<file path="config.mk">
export PLATFORM = sky130hd
export DESIGN_NAME = uart_tx_fifo
export DESIGN_NICKNAME = d
export VERILOG_FILES = /design/src/rtl/uart_tx_fifo.sv
export SDC_FILE = /design/constraint.sdc
export NUM_CORES = 1
export LEC_CHECK = 0
export CORE_ASPECT_RATIO = 1.1
export CORE_MARGIN = 5
export CORE_UTILIZATION = 45
export DETAILED_ROUTE_END_ITERATION = 16
export GPL_TIMING_DRIVEN = 0
export HOLD_SLACK_MARGIN = 0.12
export PLACE_DENSITY_LB_ADDON = 0.3
export REMOVE_ABC_BUFFERS = 1
export SYNTH_ARGS = -nofsm -noshare
export SYNTH_HDL_FRONTEND = slang
export SYNTH_SLANG_ARGS = --single-unit
</file>
<file path="constraint.sdc">
create_clock -name clk -period 3 [get_ports clk]
set_clock_uncertainty 0.15 [all_clocks]
set_input_delay 0.45 -clock clk [delete_from_list [all_inputs] [get_ports clk]]
set_output_delay 0.45 -clock clk [all_outputs]
set_load 0.01 [all_outputs]
</file>
<file path="src/rtl/uart_tx_fifo.sv">
// UART transmitter with a circular transmit FIFO; frames go out back-to-back
// while words are queued, with bit timing taken from an external baud tick.
module uart_tx_fifo #(
    parameter int DATA_W     = 8,
    parameter int PARITY     = 0,
    parameter int STOP_BITS  = 1,
    parameter int FIFO_DEPTH = 4,
    localparam int CW        = $clog2(FIFO_DEPTH) + 1
) (
    input  logic              clk,
    input  logic              rst,
    input  logic              baud_tick,
    input  logic [DATA_W-1:0] wr_data,
    input  logic              wr_valid,
    output logic              wr_ready,
    output logic              tx,
    output logic              busy,
    output logic              tx_done,
    output logic [CW-1:0]     fifo_count
);

    localparam int PW = $clog2(FIFO_DEPTH);
    localparam int IW = $clog2(DATA_W);

    typedef enum logic [2:0] {IDLE, START, DATA, PAR, STOP} state_t;

    state_t            state;
    logic [DATA_W-1:0] mem [FIFO_DEPTH];
    logic [PW-1:0]     rd_ptr;
    logic [PW-1:0]     wr_ptr;
    logic [CW-1:0]     count;
    logic [CW-1:0]     count_next;
    logic [DATA_W-1:0] shreg;
    logic              par_bit;
    logic [IW-1:0]     bit_idx;
    logic              stop_cnt;
    logic              wr_en;
    logic              last_stop;
    logic              pop;

    assign wr_en      = wr_valid && wr_ready;
    assign last_stop  = (stop_cnt == 1'(STOP_BITS - 1));
    assign pop        = baud_tick && (count != '0) &&
                        ((state == IDLE) || ((state == STOP) && last_stop));
    assign fifo_count = count;

    always_comb begin
        count_next = count;
        case ({wr_en, pop})
            2'b10:   count_next = count + CW'(1);
            2'b01:   count_next = count - CW'(1);
            default: count_next = count;
        endcase
    end

    // Storage is not reset; only the pointers and count define what is valid.
    always_ff @(posedge clk) begin
        if (wr_en)
            mem[wr_ptr] <= wr_data;
    end

    always_ff @(posedge clk or negedge rst) begin
        if (!rst) begin
            rd_ptr   <= '0;
            wr_ptr   <= '0;
            count    <= '0;
            wr_ready <= 1'b1;
        end else begin
            if (wr_en)
                wr_ptr <= wr_ptr + PW'(1);
            if (pop)
                rd_ptr <= rd_ptr + PW'(1);
            count    <= count_next;
            wr_ready <= (count_next != CW'(FIFO_DEPTH));
        end
    end

    // Parity is captured at load time because the shift register is consumed
    // bit by bit during the data phase.
    always_ff @(posedge clk or negedge rst) begin
        if (!rst) begin
            state    <= IDLE;
            tx       <= 1'b1;
            busy     <= 1'b0;
            tx_done  <= 1'b0;
            shreg    <= '0;
            par_bit  <= 1'b0;
            bit_idx  <= '0;
            stop_cnt <= 1'b0;
        end else begin
            tx_done <= 1'b0;
            if (baud_tick) begin
                case (state)
                    IDLE: begin
                        if (count != '0) begin
                            shreg   <= mem[rd_ptr];
                            par_bit <= (^mem[rd_ptr]) ^ (PARITY == 2);
                            tx      <= 1'b0;
                            busy    <= 1'b1;
                            state   <= START;
                        end else begin
                            tx <= 1'b1;
                        end
                    end
                    START: begin
                        tx      <= shreg[0];
                        bit_idx <= '0;
                        state   <= DATA;
                    end
                    DATA: begin
                        if (bit_idx < IW'(DATA_W - 1)) begin
                            tx      <= shreg[1];
                            shreg   <= shreg >> 1;
                            bit_idx <= bit_idx + IW'(1);
                        end else if (PARITY != 0) begin
                            tx    <= par_bit;
                            state <= PAR;
                        end else begin
                            tx       <= 1'b1;
                            stop_cnt <= 1'b0;
                            state    <= STOP;
                        end
                    end
                    PAR: begin
                        tx       <= 1'b1;
                        stop_cnt <= 1'b0;
                        state    <= STOP;
                    end
                    STOP: begin
                        if (!last_stop) begin
                            stop_cnt <= stop_cnt + 1'b1;
                        end else begin
                            tx_done <= 1'b1;
                            if (count != '0) begin
                                shreg   <= mem[rd_ptr];
                                par_bit <= (^mem[rd_ptr]) ^ (PARITY == 2);
                                tx      <= 1'b0;
                                state   <= START;
                            end else begin
                                tx    <= 1'b1;
                                busy  <= 1'b0;
                                state <= IDLE;
                            end
                        end
                    end
                    default: begin
                        tx    <= 1'b1;
                        busy  <= 1'b0;
                        state <= IDLE;
                    end
                endcase
            end
        end
    end

endmodule

</file>
==> key figures, run 1 <==
Final layout
  – Layout Nets: 202
  – Share of layout cells above drive strength 1: 15.4%
  – N_diodes: 0
  – Non-Filler Instances: 263
  – Syn-to-layout area delta: 16.4%

Global routing
  – Initial antenna violation count: 0
  – Largest net degree at the start of global routing: 26
  – Gr usage total: 13.7%
  – Congestion Overflow GR: 0
  – Vias in the first global route: 1460
  – First-pass GRT wire length: 7020 µm

Placed design
  – Gpl congestion: 0.839
  – HPWL after DPL: 2860 µm
  – Inst Count DP: 247
  – PortBufs: 18
  – Post-Place Setup Slack: -0.300 ns

Routing
  – ANT nets after route: 0
  – Post-Route WL: 4110 µm
  – Routed WL per cell: 15.6 µm
  – Drc violations: 0
  – Vias: 1356
  – Initial drt markers: 75
  – Drt first pass iters: 5
  – Drt via density: 5.16

Synthesis
  – Number of synthesis warnings: 0
  – EDFF count, synth: 32
  – Syn_area_per_cell: 15.2 µm²
  – Top cells by area, synth: edfxtp_1 (39%), dfrtp_1 (24%), mux4_2 (7.4%)
  – Synth Register Bits: 57
  – Post-synth top flop: edfxtp_1
  – Asr flop ratio synth: 43.9%
  – Count leader, synth: edfxtp_1
  – Yosys cell types: 40
  – Register area share after synthesis: 65.3%
  – Top post-synthesis cells by count: edfxtp_1 (32), dfrtp_1 (23), inv_1 (10)
  – Cell taking the most area after synthesis: edfxtp_1
  – Cell area after synthesis: 2430 µm²
  – Mapped Cells: 160
  – Top-area cell type share of the netlist area: 39.5%

Critical path
  – CP Capture Type: flip-flop
  – Crit Path Class: flip-flop to flip-flop
  – Worst path bufs/invs: 2
  – Critical Path, Cell by Cell: or4b_4 > inv_1 > ha_1 > inv_1 > fa_1 > xor2_1 > nor2_1 > xor2_1 > nand2_1
  – CP top delay family: simple AND/OR/NAND/NOR gates
  – Crit path max fanout: 11
  – Crit start category: flip-flop
  – CP peak stage delay: 0.65 ns
  – Worst EP arrival: 2.79 ns
  – Slowest stage cell on the critical path: or4b_4
  – Worst EP required: 3.10 ns

Timing
  – Slew margin rel.: 26.2%
  – Post-layout min period: 2.68 ns
  – Final setup margin: 0.316 ns
  – Max-slew violation count: 0
  – Endpoints failing setup: 0
  – RSZ-0062 raised after global routing: false
  – Fmax: 373 MHz
  – Final hold violation count: 0
  – Hold_ws: 0.343 ns
  – Slew @ Worst Pin: 1.10 ns
  – Final period util: 89.5%

Clock network
  – PostCTS Resize Cnt: 0
  – Clk sinks: 57
  – CTS tree: built
  – Number of H-tree levels: 3
  – # hold bufs at CTS: 0
  – Postcts setup bufs: 0
  – Clock buffer depth: 2
  – Clk Tree Root Cell: clkbuf_8
  – CTS Buf Count: 9
  – Clk slew on worst S/H paths: 0.07 ns
  – Latest clock arrival within the worst-skew pair: 0.32 ns

Floorplanning
  – Core region area: 5330 µm²
  – Site Rows: 28
  – Ports: 19
  – Initial Util: 45.7%
  – Die Wd: 80.1 µm
  – Die extent in y: 87.1 µm
  – Die Area: 6980 µm²

Worst hold path
  – Hold/Removal Path Class: flip-flop to flip-flop

Job
  – Max Cap Viol: 0

Power
  – Peak supply drop: 0.502 mV
  – Power per Cell Area: 993 nW/µm²
  – Lkg Pwr: 1.08 nW

Outcome
  – Outcome: finished, final reports clean
==> where the power goes <==
group	internal, mW	total (mW)	switching, mW	leakage (nW)
clock	0.293	0.585	0.292	0.0835
combinational	0.490	0.919	0.429	0.416
sequential	1.09	1.31	0.220	0.582
==> state kept, by name, summed over array words and instances, names as in the netlist <==
register and flops:
fifo_count 3, mem 32, tx 1, rd_ptr 2, busy 1, wr_ptr 2
shreg 8, bit_idx 3, wr_ready 1, tx_done 1, state 3
==> final timing paths <==
path / start / end / slack (ns) / depth (start not counted)
worst max-delay path: state[0] / wr_ready / 0.32 / 9
worst max register to register: state[0] / wr_ready / 0.32 / 9
min in group asynchronous: rst / tx_done / 0.57 / 1
worst min-delay path: shreg[4] / shreg[4] / 0.34 / 1
worst min register to register: shreg[4] / shreg[4] / 0.34 / 1
max in group asynchronous: rst / wr_ptr[1] / 1.46 / 1
==> cell families (layout without fill, tap and decap cells) <==
kind of cell	count (synthesis)	after routing	synth area share [%]
flops	57	57	65.3
xor+xnor	7	7	2.52
mux	11	11	8.69
simple gates	29	29	6.89
fa+ha+maj	7	7	3.91
compound gates	33	33	9.51
buf+inv	16	44	3.19
==> placed cells by master (no fill, tap or decap), drive strengths merged, types with 4 or more instances in the layout <==
cell type,instances
a21oi,4
and3,5
clkbuf,10
clkdlybuf4s50,17
clkinv,5
dfrtp,23
edfxtp,32
ha,6
inv,10
mux4,8
nand2,7
nor2,6
o21a,7
o21ai,5
o22a,7
xnor2,4
==> area by class of cell <==
cell class	count	area (µm²)
fillers	451	2490
flip-flops and latches	57	1590
multi-input cells	87	767
repair buffers	18	183
clock buffers	10	128
well taps	75	93.8
inverters	10	37.5
clock inverters	6	35.0
==> metal layers <==
| metal | routed length, µm | global-route usage (%) | up-vias |
|---|---|---|---|
| met5 | 0 | 0 | - |
| met4 | 71 | 6.30 | 0 |
| met3 | 176 | 4.55 | 7 |
| met2 | 2110 | 23.3 | 21 |
| met1 | 1750 | 15.5 | 681 |
| li1 | - | - | 647 |
==> metrics by stage <==
step                utilization [%]  area [µm²]  setup TNS [ns]  power (mW)
global route                   53.2        2830               0        3.02
global placement               50.1        2670          -0.394        2.19
finish                         53.2        2830               0        2.81
detailed placement             50.1        2670          -0.559        2.26
floorplan                         -        2390               0        1.94
CTS                            53.1        2830               0        2.85
Power figures use the tool's default switching activity.
==> run 2, diff against run 1 <==
--- a/config.mk
+++ b/config.mk
@@ -9,6 +9,7 @@
 export CORE_MARGIN = 5
 export CORE_UTILIZATION = 45
 export DETAILED_ROUTE_END_ITERATION = 16
+export GPL_ROUTABILITY_DRIVEN = 0
 export GPL_TIMING_DRIVEN = 0
 export HOLD_SLACK_MARGIN = 0.12
 export PLACE_DENSITY_LB_ADDON = 0.3
==> results of run 2 <==
No change in the layout: final DEF, timing and power equal those of run 1.
